### src/rtl/alu_control_fsm.sv
// alu_control_fsm: multi-cycle control sequencer for a single-issue ALU datapath.
// Accepts one instruction word at a time and walks IDLE -> DECODE -> EXEC ->
// (MEM) -> (WB). It drives the ALU control code, operand select, memory and
// write-back strobes, and registers the ALU flags for later conditional branches.
// Optional feature: define ALU_CTRL_MEM_TIMEOUT_EN to bound the wait for
// mem_ready to MEM_TIMEOUT cycles. A timeout pulses mem_error and abandons the access.
module alu_control_fsm #(
  parameter int unsigned MEM_TIMEOUT = 255
) (
  input  logic        clk,
  input  logic        rst,
  input  logic        instr_valid,
  output logic        instr_ready,
  input  logic [31:0] instr,
  output logic [3:0]  alu_control,
  output logic        alu_src_imm,
  input  logic        alu_zero,
  input  logic        alu_carry,
  input  logic        alu_sign,
  input  logic        alu_overflow,
  output logic [3:0]  flags,
  output logic        mem_read,
  output logic        mem_write,
  input  logic        mem_ready,
  output logic        reg_write,
  output logic        pc_write,
  output logic        illegal,
  output logic        mem_error,
  output logic        busy
);

  localparam int unsigned OP_W  = 6;
  localparam int unsigned CTL_W = 4;
  localparam int unsigned CNT_W = 8;

  // Opcodes
  localparam logic [OP_W-1:0] OP_ADD  = 6'h00;
  localparam logic [OP_W-1:0] OP_ADDI = 6'h01;
  localparam logic [OP_W-1:0] OP_COMP = 6'h02;
  localparam logic [OP_W-1:0] OP_AND  = 6'h03;
  localparam logic [OP_W-1:0] OP_XOR  = 6'h04;
  localparam logic [OP_W-1:0] OP_SHL  = 6'h05;
  localparam logic [OP_W-1:0] OP_SHR  = 6'h06;
  localparam logic [OP_W-1:0] OP_SRA  = 6'h07;
  localparam logic [OP_W-1:0] OP_LW   = 6'h08;
  localparam logic [OP_W-1:0] OP_SW   = 6'h09;
  localparam logic [OP_W-1:0] OP_BR   = 6'h0A;
  localparam logic [OP_W-1:0] OP_BZ   = 6'h0B;
  localparam logic [OP_W-1:0] OP_BNZ  = 6'h0C;
  localparam logic [OP_W-1:0] OP_BCY  = 6'h0D;

  // ALU control codes
  localparam logic [CTL_W-1:0] CTL_ADD  = 4'b0000;
  localparam logic [CTL_W-1:0] CTL_COMP = 4'b0001;
  localparam logic [CTL_W-1:0] CTL_AND  = 4'b0010;
  localparam logic [CTL_W-1:0] CTL_XOR  = 4'b0011;
  localparam logic [CTL_W-1:0] CTL_SHL  = 4'b0100;
  localparam logic [CTL_W-1:0] CTL_SHR  = 4'b0101;
  localparam logic [CTL_W-1:0] CTL_SRA  = 4'b0110;
  localparam logic [CTL_W-1:0] CTL_CMPZ = 4'b0111;
  localparam logic [CTL_W-1:0] CTL_BR   = 4'b1000;
  localparam logic [CTL_W-1:0] CTL_ADDR = 4'b1001;
  localparam logic [CTL_W-1:0] CTL_NOP  = 4'b1111;

  // Terminal value of the MEM wait counter
  localparam logic [CNT_W-1:0] TIMEOUT_CNT = CNT_W'(MEM_TIMEOUT);

  typedef enum logic [2:0] {
    S_IDLE   = 3'd0,
    S_DECODE = 3'd1,
    S_EXEC   = 3'd2,
    S_MEM    = 3'd3,
    S_WB     = 3'd4
  } state_t;

  state_t          state;
  state_t          state_nxt;
  logic [OP_W-1:0] op_q;
  logic            accept;
  logic            flags_load;
  logic            mem_timeout;
  logic            instr_unused;

  // Only the opcode steers the sequencer; operand fields belong to the datapath
  assign instr_unused = ^instr[25:0];

  // Opcode to ALU control code
  function automatic logic [CTL_W-1:0] alu_code(input logic [OP_W-1:0] op);
    case (op)
      OP_ADD, OP_ADDI:       alu_code = CTL_ADD;
      OP_COMP:               alu_code = CTL_COMP;
      OP_AND:                alu_code = CTL_AND;
      OP_XOR:                alu_code = CTL_XOR;
      OP_SHL:                alu_code = CTL_SHL;
      OP_SHR:                alu_code = CTL_SHR;
      OP_SRA:                alu_code = CTL_SRA;
      OP_LW, OP_SW:          alu_code = CTL_ADDR;
      OP_BR:                 alu_code = CTL_BR;
      OP_BZ, OP_BNZ, OP_BCY: alu_code = CTL_CMPZ;
      default:               alu_code = CTL_NOP;
    endcase
  endfunction

  function automatic logic op_legal(input logic [OP_W-1:0] op);
    op_legal = (op <= OP_BCY);
  endfunction

  function automatic logic op_is_alu(input logic [OP_W-1:0] op);
    op_is_alu = (op <= OP_SRA);
  endfunction

  function automatic logic op_is_mem(input logic [OP_W-1:0] op);
    op_is_mem = (op == OP_LW) || (op == OP_SW);
  endfunction

  // Branch resolution: BR unconditional, BZ/BNZ on live zero, BCY on stored carry
  function automatic logic branch_taken(input logic [OP_W-1:0] op,
                                        input logic            zero,
                                        input logic            carry_q);
    case (op)
      OP_BR:   branch_taken = 1'b1;
      OP_BZ:   branch_taken = zero;
      OP_BNZ:  branch_taken = ~zero;
      OP_BCY:  branch_taken = carry_q;
      default: branch_taken = 1'b0;
    endcase
  endfunction

`ifdef ALU_CTRL_MEM_TIMEOUT_EN
  logic [CNT_W-1:0] mem_cnt;

  // MEM wait counter: zero on MEM entry, +1 for every MEM cycle
  always_ff @(posedge clk) begin
    if (rst || (state != S_MEM)) begin
      mem_cnt <= '0;
    end else begin
      mem_cnt <= mem_cnt + CNT_W'(1);
    end
  end

  // Fires in the MEM_TIMEOUT-th MEM cycle; a same-cycle mem_ready takes priority
  assign mem_timeout = (state == S_MEM) && !mem_ready &&
                       (mem_cnt == (TIMEOUT_CNT - CNT_W'(1)));
`else
  logic timeout_unused;

  assign timeout_unused = ^TIMEOUT_CNT;
  assign mem_timeout    = 1'b0;
`endif

  // State register
  always_ff @(posedge clk) begin
    if (rst) begin
      state <= S_IDLE;
    end else begin
      state <= state_nxt;
    end
  end

  // Opcode latch on the acceptance edge; instr need not be held afterwards
  always_ff @(posedge clk) begin
    if (rst) begin
      op_q <= '0;
    end else if (accept) begin
      op_q <= instr[31:26];
    end
  end

  // Flag register, written only when an ALU-class instruction leaves EXEC
  always_ff @(posedge clk) begin
    if (rst) begin
      flags <= '0;
    end else if (flags_load) begin
      flags <= {alu_carry, alu_zero, alu_sign, alu_overflow};
    end
  end

  // Next-state and output decode
  always_comb begin
    state_nxt   = state;
    instr_ready = 1'b0;
    accept      = 1'b0;
    alu_control = CTL_NOP;
    alu_src_imm = 1'b0;
    mem_read    = 1'b0;
    mem_write   = 1'b0;
    reg_write   = 1'b0;
    pc_write    = 1'b0;
    illegal     = 1'b0;
    mem_error   = 1'b0;
    flags_load  = 1'b0;
    busy        = (state != S_IDLE);

    case (state)
      S_IDLE: begin
        instr_ready = ~rst;
        accept      = instr_valid & ~rst;
        if (accept) begin
          state_nxt = S_DECODE;
        end
      end

      S_DECODE: begin
        if (op_legal(op_q)) begin
          state_nxt = S_EXEC;
        end else begin
          illegal   = 1'b1;
          state_nxt = S_IDLE;
        end
      end

      S_EXEC: begin
        alu_control = alu_code(op_q);
        alu_src_imm = (op_q == OP_ADDI);
        if (op_is_alu(op_q)) begin
          flags_load = 1'b1;
          state_nxt  = S_WB;
        end else if (op_is_mem(op_q)) begin
          state_nxt = S_MEM;
        end else begin
          pc_write  = branch_taken(op_q, alu_zero, flags[3]);
          state_nxt = S_IDLE;
        end
      end

      S_MEM: begin
        // Address code held so the effective address stays stable
        alu_control = alu_code(op_q);
        mem_read    = (op_q == OP_LW);
        mem_write   = (op_q == OP_SW);
        if (mem_ready) begin
          state_nxt = (op_q == OP_LW) ? S_WB : S_IDLE;
        end else if (mem_timeout) begin
          mem_error = 1'b1;
          state_nxt = S_IDLE;
        end
      end

      S_WB: begin
        reg_write = 1'b1;
        state_nxt = S_IDLE;
      end

      default: begin
        state_nxt = S_IDLE;
      end
    endcase

    // An instruction aborted by reset issues no commit or error pulses
    reg_write = reg_write & ~rst;
    pc_write  = pc_write  & ~rst;
    illegal   = illegal   & ~rst;
    mem_error = mem_error & ~rst;
  end

endmodule
### config.mk
export PLATFORM = sky130hd
export DESIGN_NAME = alu_control_fsm
export DESIGN_NICKNAME = d
export VERILOG_FILES = /design/src/rtl/alu_control_fsm.sv
export SDC_FILE = /design/constraint.sdc
export NUM_CORES = 1
export LEC_CHECK = 0
export BUFFER_PORTS_ARGS = -buffer_cell sky130_fd_sc_hd__buf_2
export CAP_MARGIN = 20
export CORE_MARGIN = 4
export CORE_UTILIZATION = 39
export DETAILED_ROUTE_END_ITERATION = 6
export PLACE_DENSITY = 0.73
export SLEW_MARGIN = 20
export SYNTH_ARGS = -nofsm -noshare
export SYNTH_HDL_FRONTEND = slang
export SYNTH_SLANG_ARGS = --single-unit
### constraint.sdc
create_clock -name clk -period 1.9 [get_ports clk]
set_input_delay 0.285 -clock clk [delete_from_list [all_inputs] [get_ports clk]]
set_output_delay 0.285 -clock clk [all_outputs]
set_load 0.03 [all_outputs]
==> flow_summary_export.csv <==
group,metric,value,unit
power,pwr-share-clk,22.2,%
clocking,cts_tree,"built",
placement,dp_hpwl,1.94,mm
detailed_routing,ant_nets,0,
clocking,htreeDepth,1,
yosys,syn_inst,122,
finish,final_cell_mix,"buf_2 (25), buf_4 (25), nand2_1 (12), dfxtp_1 (12)",
power,switching_share,31.6,%
power,power.net_switching,0.271,mW
power,seq_power_share,46.9,%
setup_path,path_max_fanout,4,
floorplanning,rows,18,
setup_path,critPathCaptureType,"output port",
power,ir_drop,464,uV
floorplanning,core_area,2520,um2
yosys,synth_edf_count,0,
detailed_routing,wl_per_cell,13.0,um
yosys,seq_area_frac_synth,32.6,%
detailed_routing,detail_route.iter0.violations,49,
finish,drive_gt1_share,48.0,%
floorplanning,boundaryPins,57,
power,comb_power_share,30.9,%
setup_path,worstSetupPathType,"flop to output port",
sta,hold_viol_final,0,
placement,io_buffers,29,
yosys,yosysWarnings,0,
grt,overflow,0,
grt,first_global_vias,989,
sta,fin_crit_sh,98.2,%
sta,rsz0062_at_grt,"yes",
sta,setup_viol,0,
sta,max_freq,0.536,GHz
detailed_routing,viasPerCell,5.33,
power,power_density,579,nW/um2
hold_path,worst_hold_startpoint,"instr[31]",
sta,finalCriticalPeriod,1.86,ns
detailed_routing,dr.pass1.iters,4,
clocking,path_clk_slew,0.09,ns
grt,grt_usage,14.4,%
setup_path,rr_startpoint,"state[2]$_SDFFE_PP0P_",
job,cap_violations,0,
yosys,syn_area_per_cell,8.56,um2
detailed_routing,routed-via-count,1071,
sta,final.setup_skew,0.00775,ns
yosys,syn-num-nets,167,
power,internal-power,0.586,mW
setup_path,r2r_setup_slack,0.05,ns
setup_path,cp-startpoint,"op_q[5]$_SDFFE_PP0N_",
detailed_routing,finalWirelength,2.61,mm
setup_path,critPathLaunchType,"flop",
sta,drv_slew,0,
floorplanning,dieArea,3570,um2
clocking,cts_root_buf,"clkbuf_4",
floorplanning,start_util,41.4,%
setup_path,worstPathArrival,1.58,ns
floorplanning,die_h,59.8,um
yosys,async_reset_ff_share,0,%
yosys,ys_seq_elements,17,
setup_path,cp.required,1.62,ns
grt,antenna_found_initial,0,
floorplanning,fp.dieW,59.8,um
status,status,"finished, final reports clean",
grt,grt_pass1_wl,4.04,mm
sta,setup_tns,0,ns
clocking,cts_buffers,3,
power,p_leak,0.666,nW
clocking,clock-sinks,17,
finish,nets,217,
yosys,synth_cell_type_count,38,
placement,gp_congestion,0.833,
finish,num_antenna_cells,0,
hold_path,holdCritPathClass,"input pin to flop",
power,power,0.857,mW
clocking,cts_hold_buf,0,
yosys,ys.flop_type,"dfxtp_1",
setup_path,r2r_cells,5,
grt,grt_start_max_net_pins,18,
clocking,clock_path_buffers,2,
finish,area_growth,41.6,%
detailed_routing,drcViolationCount,0,
yosys,syn-cell-area,1040,um2
hold_path,hold_depth,3,
clocking,clock_latency,0.29,ns
-- cell usage after synthesis (all sizes together) (3+ instances only) --
cell    count  share of area (%)
nor2b       7                4.2
a21oi       7                3.4
nand2      13                4.9
nor4        5                4.4
mux2i       3                2.9
nand3       7                3.4
nand2b      7                4.2
dfxtp      17                 33
nor4b       3                5.4
nor2        6                2.2
buf         6                3.6
or3         3                1.9
o21ai       4                1.9
inv         7                2.5
ha          5                6.0
-- kinds of logic after synthesis --
logic type,synth area share [%]
compound gates,13.4
fa+ha+maj,5.99
buf+inv,6.83
flops,32.6
mux,2.87
other cells,0.359
simple gates,38.0
-- power groups by stage --
stage | Combinational [mW] | Clock [mW] | Sequential, mW
CTS | 0.237 | 0.198 | 0.398
floorplan | 0.149 | 0 | 0.407
finish | 0.264 | 0.190 | 0.402
detailed placement | 0.229 | 0 | 0.406
global route | 0.288 | 0.214 | 0.405
global placement | 0.223 | 0 | 0.404
-- per-layer routing --
metal  global-route usage, %  vias up  wire, um
met5                       0        -         0
met4                    5.06        0        53
met3                    2.81        8       139
met2                    24.7       28      1310
met1                    17.7      503      1110
li1                        -      532         -
-- worst max-delay path, cell delays in order (launching register included) --
cell	delay, ns
dfxtp_2	0.36
or3b_4	0.41
nor4_2	0.14
and4b_1	0.23
buf_4	0.16
-- area by class of cell --
type | count | area [um2]
inverters | 7 | 26.3
fillers | 228 | 1040
clock inverters | 1 | 5.00
clock buffers | 3 | 22.5
well taps | 30 | 37.5
multi-input cells | 90 | 683
flip-flops and latches | 17 | 349
repair buffers | 53 | 355
-- metrics by stage --
stage | instance area [um2] | hold WS, ns | worst slack [ns] | util, % | std cells
5_1_grt | 1480 | 0.221 | -0.0733 | 58.6 | 201
6_report | 1480 | 0.218 | 0.0351 | 58.6 | 201
3_5_place_dp | 1320 | 0.447 | -0.0575 | 52.3 | 188
2_1_floorplan | 1080 | 0.408 | -0.00321 | - | 122
3_3_place_gp | 1320 | 0.441 | 0.0305 | 52.3 | 188
4_1_cts | 1380 | 0.217 | 0.00274 | 54.6 | 193
-- path summary, 6_finish.rpt --
| kind | end |
|---|---|
| worst max-delay path | pc_write |
| worst min-delay path | op_q[5]$_SDFFE_PP0N_ |
| worst max register to register | flop |
| worst min register to register | flags[2]$_SDFFE_PP0P_ |
-- repair_timing --
action,in CTS,in global routing
buffers inserted,1,8
setup endpoints to repair,4,11
pin swaps,2,9
gates resized for setup,7,15
hold endpoints to repair,0,0
Power figures use the tool's default switching activity.
